[src/rtl/div_pkg.sv]
// Shared constants for the DIV/DIVU controller: widths and FSM state codes.
package div_pkg;

    localparam int DIV_WIDTH = 32;
    localparam int DIV_CNT_W = $clog2(DIV_WIDTH);

    typedef logic [2:0] div_state_t;

    localparam logic [2:0] IDLE = 3'd0;
    localparam logic [2:0] PREP = 3'd1;
    localparam logic [2:0] CALC = 3'd2;
    localparam logic [2:0] FIX  = 3'd3;
    localparam logic [2:0] DONE = 3'd4;

endpackage

[src/rtl/div_ctrl_if.sv]
// Handshake and result bundle between the EX stage (master) and div_ctrl (slave).
interface div_ctrl_if #(
    parameter int WIDTH = div_pkg::DIV_WIDTH
);
    logic             start;
    logic             signed_div;
    logic [WIDTH-1:0] opa;
    logic [WIDTH-1:0] opb;
    logic             cancel;
    logic             busy;
    logic             done;
    logic [WIDTH-1:0] quotient;
    logic [WIDTH-1:0] remainder;
    logic             div_zero;

    modport master (
        output start, signed_div, opa, opb, cancel,
        input  busy, done, quotient, remainder, div_zero
    );

    modport slave (
        input  start, signed_div, opa, opb, cancel,
        output busy, done, quotient, remainder, div_zero
    );
endinterface

[src/rtl/div_step.sv]
// One radix-2 restoring iteration: shift {r,q} left, subtract divisor when it fits.
module div_step #(
    parameter int WIDTH = 32
) (
    input  logic [WIDTH-1:0] r_i,
    input  logic [WIDTH-1:0] q_i,
    input  logic [WIDTH-1:0] d_i,
    output logic [WIDTH-1:0] r_o,
    output logic [WIDTH-1:0] q_o
);
    logic [WIDTH:0] r_sh;

    // One extra bit so the shifted remainder never wraps before the compare.
    always_comb begin
        r_sh = {r_i, q_i[WIDTH-1]};
        if (r_sh >= {1'b0, d_i}) begin
            r_o = WIDTH'(r_sh - {1'b0, d_i});
            q_o = {q_i[WIDTH-2:0], 1'b1};
        end else begin
            r_o = r_sh[WIDTH-1:0];
            q_o = {q_i[WIDTH-2:0], 1'b0};
        end
    end
endmodule

[src/rtl/div_ctrl.sv]
// Multi-cycle MIPS DIV/DIVU controller: sign prep, WIDTH restoring steps, sign fix.
// Optional macro DIV_ZERO_TRAP_EN: zero divisor short-circuits to DONE with div_zero=1.
module div_ctrl
    import div_pkg::*;
#(
    parameter int WIDTH = DIV_WIDTH
) (
    input logic       clk,
    input logic       resetn,
    div_ctrl_if.slave bus
);
    localparam int CW = (WIDTH > 1) ? $clog2(WIDTH) : 1;

    div_state_t       state_q, state_d;
    logic [CW-1:0]    cnt_q, cnt_d;
    logic             sgn_q, sgn_d;
    logic             qneg_q, qneg_d;
    logic             rneg_q, rneg_d;
    logic [WIDTH-1:0] dvd_q, dvd_d;
    logic [WIDTH-1:0] dvs_q, dvs_d;
    logic [WIDTH-1:0] rem_q, rem_d;
    logic [WIDTH-1:0] quo_out_q, quo_out_d;
    logic [WIDTH-1:0] rem_out_q, rem_out_d;
    logic             done_q, done_d;
`ifdef DIV_ZERO_TRAP_EN
    logic             zero_q, zero_d;
    logic             dz_q, dz_d;
`endif

    logic             a_neg, b_neg;
    logic [WIDTH-1:0] step_r, step_q;

    // dvd_q carries the dividend in, quotient bits shift in from the bottom.
    div_step #(.WIDTH(WIDTH)) u_step (
        .r_i (rem_q),
        .q_i (dvd_q),
        .d_i (dvs_q),
        .r_o (step_r),
        .q_o (step_q)
    );

    assign a_neg = sgn_q & dvd_q[WIDTH-1];
    assign b_neg = sgn_q & dvs_q[WIDTH-1];

    always_comb begin
        state_d   = state_q;
        cnt_d     = cnt_q;
        sgn_d     = sgn_q;
        qneg_d    = qneg_q;
        rneg_d    = rneg_q;
        dvd_d     = dvd_q;
        dvs_d     = dvs_q;
        rem_d     = rem_q;
        quo_out_d = quo_out_q;
        rem_out_d = rem_out_q;
        done_d    = 1'b0;
`ifdef DIV_ZERO_TRAP_EN
        zero_d    = zero_q;
        dz_d      = dz_q;
`endif
        case (state_q)
            IDLE: begin
                if (bus.start && !bus.cancel) begin
                    dvd_d   = bus.opa;
                    dvs_d   = bus.opb;
                    sgn_d   = bus.signed_div;
                    state_d = PREP;
                end
            end
            PREP: begin
                dvd_d   = a_neg ? -dvd_q : dvd_q;
                dvs_d   = b_neg ? -dvs_q : dvs_q;
                qneg_d  = a_neg ^ b_neg;
                rneg_d  = a_neg;
                rem_d   = '0;
                cnt_d   = CW'(WIDTH - 1);
                state_d = CALC;
`ifdef DIV_ZERO_TRAP_EN
                zero_d  = 1'b0;
                if (dvs_q == '0) begin
                    dvd_d   = '0;
                    zero_d  = 1'b1;
                    state_d = DONE;
                end
`endif
            end
            CALC: begin
                rem_d = step_r;
                dvd_d = step_q;
                cnt_d = cnt_q - 1'b1;
                if (cnt_q == '0) state_d = FIX;
            end
            FIX: begin
                dvd_d   = qneg_q ? -dvd_q : dvd_q;
                rem_d   = rneg_q ? -rem_q : rem_q;
                state_d = DONE;
            end
            DONE: begin
                quo_out_d = dvd_q;
                rem_out_d = rem_q;
                done_d    = 1'b1;
`ifdef DIV_ZERO_TRAP_EN
                dz_d      = zero_q;
`endif
                state_d   = IDLE;
            end
            default: state_d = IDLE;
        endcase

        // A flush drops the operation and leaves the visible results untouched.
        if (bus.cancel && (state_q != IDLE)) begin
            state_d   = IDLE;
            done_d    = 1'b0;
            quo_out_d = quo_out_q;
            rem_out_d = rem_out_q;
`ifdef DIV_ZERO_TRAP_EN
            dz_d      = dz_q;
`endif
        end
    end

    always_ff @(posedge clk or negedge resetn) begin
        if (!resetn) begin
            state_q   <= IDLE;
            cnt_q     <= '0;
            sgn_q     <= 1'b0;
            qneg_q    <= 1'b0;
            rneg_q    <= 1'b0;
            dvd_q     <= '0;
            dvs_q     <= '0;
            rem_q     <= '0;
            quo_out_q <= '0;
            rem_out_q <= '0;
            done_q    <= 1'b0;
`ifdef DIV_ZERO_TRAP_EN
            zero_q    <= 1'b0;
            dz_q      <= 1'b0;
`endif
        end else begin
            state_q   <= state_d;
            cnt_q     <= cnt_d;
            sgn_q     <= sgn_d;
            qneg_q    <= qneg_d;
            rneg_q    <= rneg_d;
            dvd_q     <= dvd_d;
            dvs_q     <= dvs_d;
            rem_q     <= rem_d;
            quo_out_q <= quo_out_d;
            rem_out_q <= rem_out_d;
            done_q    <= done_d;
`ifdef DIV_ZERO_TRAP_EN
            zero_q    <= zero_d;
            dz_q      <= dz_d;
`endif
        end
    end

    assign bus.busy      = (state_q != IDLE);
    assign bus.done      = done_q;
    assign bus.quotient  = quo_out_q;
    assign bus.remainder = rem_out_q;
`ifdef DIV_ZERO_TRAP_EN
    assign bus.div_zero  = dz_q;
`else
    assign bus.div_zero  = 1'b0;
`endif
endmodule
[src/flat_wrapper.sv]
// flat-port wrapper written by rule: the top's interface ports become plain ports
module div_ctrl_flat import div_pkg::*;
#(
    parameter int WIDTH = DIV_WIDTH
)
  (clk, resetn, bus_start, bus_signed_div, bus_opa, bus_opb, bus_cancel, bus_busy, bus_done, bus_quotient, bus_remainder, bus_div_zero);
  div_ctrl_if #(.WIDTH(WIDTH)) bus_i ();
  input logic clk;
  input logic resetn;
  input wire logic [$bits(bus_i.start)-1:0] bus_start;
  input wire logic [$bits(bus_i.signed_div)-1:0] bus_signed_div;
  input wire logic [$bits(bus_i.opa)-1:0] bus_opa;
  input wire logic [$bits(bus_i.opb)-1:0] bus_opb;
  input wire logic [$bits(bus_i.cancel)-1:0] bus_cancel;
  output wire logic [$bits(bus_i.busy)-1:0] bus_busy;
  output wire logic [$bits(bus_i.done)-1:0] bus_done;
  output wire logic [$bits(bus_i.quotient)-1:0] bus_quotient;
  output wire logic [$bits(bus_i.remainder)-1:0] bus_remainder;
  output wire logic [$bits(bus_i.div_zero)-1:0] bus_div_zero;
  assign bus_i.start = bus_start;
  assign bus_i.signed_div = bus_signed_div;
  assign bus_i.opa = bus_opa;
  assign bus_i.opb = bus_opb;
  assign bus_i.cancel = bus_cancel;
  assign bus_busy = bus_i.busy;
  assign bus_done = bus_i.done;
  assign bus_quotient = bus_i.quotient;
  assign bus_remainder = bus_i.remainder;
  assign bus_div_zero = bus_i.div_zero;
  div_ctrl #(.WIDTH(WIDTH)) u_core (.clk(clk), .resetn(resetn), .bus(bus_i));
endmodule
[config.mk]
export PLATFORM = sky130hd
export DESIGN_NAME = div_ctrl_flat
export DESIGN_NICKNAME = d
export VERILOG_FILES = /design/src/rtl/div_pkg.sv /design/src/rtl/div_ctrl_if.sv /design/src/rtl/div_step.sv /design/src/rtl/div_ctrl.sv /design/src/flat_wrapper.sv
export SDC_FILE = /design/constraint.sdc
export NUM_CORES = 1
export LEC_CHECK = 0
export CAP_MARGIN = 20
export CORE_UTILIZATION = 65
export CTS_BUF_LIST = sky130_fd_sc_hd__clkbuf_4
export DETAILED_ROUTE_END_ITERATION = 16
export DONT_BUFFER_PORTS = 1
export PLACE_DENSITY = 0.78
export SLEW_MARGIN = 30
export SYNTH_ARGS = -nofsm -noshare
export SYNTH_HDL_FRONTEND = slang
export SYNTH_SLANG_ARGS = --single-unit
[constraint.sdc]
create_clock -name clk -period 4.4 [get_ports clk]
set_clock_uncertainty 0.15 [all_clocks]
set_input_delay 0.22 -clock clk [delete_from_list [all_inputs] [get_ports clk]]
set_output_delay 0.22 -clock clk [all_outputs]
set_load 0.03 [all_outputs]
==> metrics.cfg <==
[run_status]
status=finished, final reports clean

[power]
sw_frac_of_total=0.483
combPwrFrac=0.495
power_switching_mw=3.42
intPower_mw=3.67
total_leakage_power_nw=5.43
vdd_drop_max_mv=0.446
clock_network_fraction_of_total_power=0.127
sequential_share_of_power=0.378
post-layout-total-power_mw=7.09
power.density_cell_area_nw_per_um2=585

[synth]
synth_cells=1244
yosys.area.top_type=sky130_fd_sc_hd__dfrtp_1
postSynthAreaPerCell_sq_um=8.82
synth_edf_count=0
synth-seq-area-share=0.392
synth_area_leaders=sky130_fd_sc_hd__dfrtp_1 39%, sky130_fd_sc_hd__mux2_2 6.9%, sky130_fd_sc_hd__o21ai_0 5.5%, sky130_fd_sc_hd__a21oi_1 4.7%, sky130_fd_sc_hd__ha_1 4.2%
post_synth_num_cell_types=69
netlist_area_sq_um=11000
synth-main-ff-cell=sky130_fd_sc_hd__dfrtp_1
synthArstFlopShare=1.00
synth_seq_cells=172
synth.net_count=1351
synthDominantCellAreaShare=0.392
yosysWarningCount=0

[final_layout]
final_design_area_no_fill_sq_um=12100
final-seq-area_sq_um=4300
design.final.nets=1381
area.growth.synth_to_final_pct=10.4
mostFrequentLayoutCells=172 x sky130_fd_sc_hd__dfrtp_1, 120 x sky130_fd_sc_hd__o21ai_0, 102 x sky130_fd_sc_hd__a21oi_1
final.fill_count=1245
final_layout_size_suffix_gt1_frac=0.113
final_cells=1508
multiInputGateArea_sq_um=6210
most_common_cell_after_layout_fill_and_taps_aside=sky130_fd_sc_hd__dfrtp_1

[die]
fp.dieW_microns=132
fp.dieH_microns=132
rows=47
design.portCount=136
dieArea_sq_um=17400
floorplan.initialDensity=0.664
core_area_sq_um=16500

[setup_path]
critical_path_maximum_fanout=18
cp_cell_sequence=inv_1 > ha_1 > o211ai_1 > a21oi_1 > o21ai_0 > a31o_2 > a2111oi_0 > o32ai_4 > buf_4 > mux2_2 > o21ai_0
critical_path.startpoint_type=flip-flop
cp_num_buf_inv=2
worstSetupEndpointType=flip-flop
path_delay_family=compound AO/OA/AOI/OAI gates
required_ps=4760
worst_path_most_repeated_cell=sky130_fd_sc_hd__o21ai_0
timing.reg2reg.setup_slack_ps=640
path_class=reg -> reg
cp_slowest_cell=sky130_fd_sc_hd__a2111oi_0
max_stage_delay_ps=670
worst-endpoint-arrival_ps=4120

[flow_run]
drv.max_cap_violation_count=0

[timing]
max_slew.worst_pin.slew_ps=930
slew_viol_final=0
timing.final.crit_share=0.854
maximum_operating_frequency_ghz=0.266
grt_setup_unrepaired=no
totalNegativeSetupSlack_ps=0
finalSetupViolCount=0
hold_viol_final=0
final.setup.worst_slack_ps=640
timing.final.crit_period_ps=3760
timing.max_slew.rel_slack=0.380

[route]
drt_drc_violations_left=0
avgRoutedWirePerCell_microns=19.9
route.detailed.vias_per_inst=6.71
first_iter_violations=1008
detailroute.via_count=10100
drt_first_pass_iters=6
routed_wl_microns=30000
route.antenna.remaining_nets=0

[grt]
antenna_found_initial=1
vias_in_the_first_global_route=9642
grt_util_all_layers=0.352
grt_first_pass_wirelength_microns=49100
grt_start_max_net_pins=173
grt-ovfl-total=0

[place]
placed_cell_area_sq_um=11100
global_placer_s_final_weighted_congestion=0.942
place.port_buffers=0
detailedPlacementHpwl_microns=20800
dp.cells=1406
pre_cts_slack_ps=661

[cts]
tritoncts.num_buffers=17
clk_latency_ps=580
cts.sink_count=172
cts_resized=0
htree_num_levels=4
cts.root.buffer_cell=sky130_fd_sc_hd__clkbuf_4
post_cts_buffers=0
tritoncts=done
clkTransAtPathRegs_ps=150
cts_max_path_buffers=2

[worst_hold_path]
hold_path_class=in -> async

[Yosys cell counts (11+ instances only)]
cell type	count
sky130_fd_sc_hd__mux2_2	67
sky130_fd_sc_hd__mux2i_1	18
sky130_fd_sc_hd__nand2_1	74
sky130_fd_sc_hd__a221oi_1	16
sky130_fd_sc_hd__nand3_1	26
sky130_fd_sc_hd__a222oi_1	13
sky130_fd_sc_hd__inv_1	54
sky130_fd_sc_hd__xnor2_1	20
sky130_fd_sc_hd__clkbuf_1	71
sky130_fd_sc_hd__ha_1	37
sky130_fd_sc_hd__nor4_1	18
sky130_fd_sc_hd__a211oi_1	11
sky130_fd_sc_hd__a22oi_1	14
sky130_fd_sc_hd__nor3_1	59
sky130_fd_sc_hd__o22ai_1	22
sky130_fd_sc_hd__nor2_1	100
sky130_fd_sc_hd__dfrtp_1	172
sky130_fd_sc_hd__or3_1	26
sky130_fd_sc_hd__a21oi_1	102
sky130_fd_sc_hd__a21o_1	19
sky130_fd_sc_hd__o21ai_0	120
sky130_fd_sc_hd__a31oi_1	17
[routing by layer]
layer  global-route usage  routed length, microns  share of wire  vias up
met2                0.550                   13700           0.46      476
met4                0.178                    1310          0.044        0
met1                0.468                   12600           0.42     4849
li1                     -                       -              -     4717
met3               0.0677                    2320          0.077       81
met5                    0                       0              0        -
[cell type report]
type                       instances  share of cell area
multi-input combinational        940               0.512
sequential                       172               0.355
tap                              220              0.0227
clock inverter                    14              0.0114
antenna                            1            0.000206
timing repair buffer              89              0.0708
clock buffer                      18              0.0111
inverter                          54              0.0167
[worst reg2reg max path, stage by stage, from the launching register on]
cell	delay (ps)
sky130_fd_sc_hd__dfrtp_1	430
sky130_fd_sc_hd__inv_1	80
sky130_fd_sc_hd__ha_1	370
sky130_fd_sc_hd__o211ai_1	110
sky130_fd_sc_hd__a21oi_1	260
sky130_fd_sc_hd__o21ai_0	170
sky130_fd_sc_hd__a31o_2	290
sky130_fd_sc_hd__a2111oi_0	670
sky130_fd_sc_hd__o32ai_4	390
sky130_fd_sc_hd__buf_4	340
sky130_fd_sc_hd__mux2_2	300
sky130_fd_sc_hd__o21ai_0	140
[state kept, by name (all words and copies together), names as in the netlist]
register,count
u_core.bus.done,1
u_core.bus.quotient,32
u_core.bus.remainder,32
u_core.cnt_q,5
u_core.dvd_q,32
u_core.dvs_q,32
u_core.qneg_q,1
u_core.rem_q,32
u_core.rneg_q,1
u_core.sgn_q,1
u_core.state_q,3
[final timing paths]
| kind | start | to | depth (start not counted) |
|---|---|---|---|
| max in group asynchronous | resetn | u_core.bus.remainder[8]$_DFFE_PN0P_ | 2 |
| min in group clk | bus_opb[1] | u_core.dvs_q[1]$_DFFE_PN0P_ | 3 |
| max reg2reg | u_core.dvs_q[2]$_DFFE_PN0P_ | u_core.rem_q[10]$_DFFE_PN0P_ | 11 |
| min | resetn | u_core.bus.quotient[5]$_DFFE_PN0P_ | 2 |
| max | u_core.dvs_q[2]$_DFFE_PN0P_ | u_core.rem_q[10]$_DFFE_PN0P_ | 11 |
| min reg2reg | u_core.qneg_q$_DFFE_PN0P_ | u_core.qneg_q$_DFFE_PN0P_ | 2 |
[per-stage QoR]
stage                     utilization  hold slack, ps
final                           0.734            77.0
after CTS                       0.733             172
after detailed placement        0.674            -222
after global routing            0.734             167
after floorplan                     -            -226
after global placement          0.674            -220
[power groups by stage]
stage	sequential [mW]	combinational [mW]	clock, mW
after floorplan	2.47	2.69	0
after global placement	2.67	3.30	0
after detailed placement	2.69	3.35	0
after CTS	2.65	3.46	0.921
after global routing	2.74	3.87	0.977
final	2.68	3.51	0.902
[repair_timing]
item,4_1_cts,5_1_grt
hold buffers,69,0
endpoints found under the setup margin,0,0
hold endpoints to repair,258,0
[cells by family after synthesis]
family / share of synthesized area
adders and majority gates: 0.0440
xor gates and xnor gates: 0.0239
muxes: 0.0851
buffers and inverters: 0.0463
and+or+nand+nor: 0.174
AOI/OAI and AO/OA: 0.234
DFF: 0.392
other: 0.000342
Power figures use the tool's default switching activity.
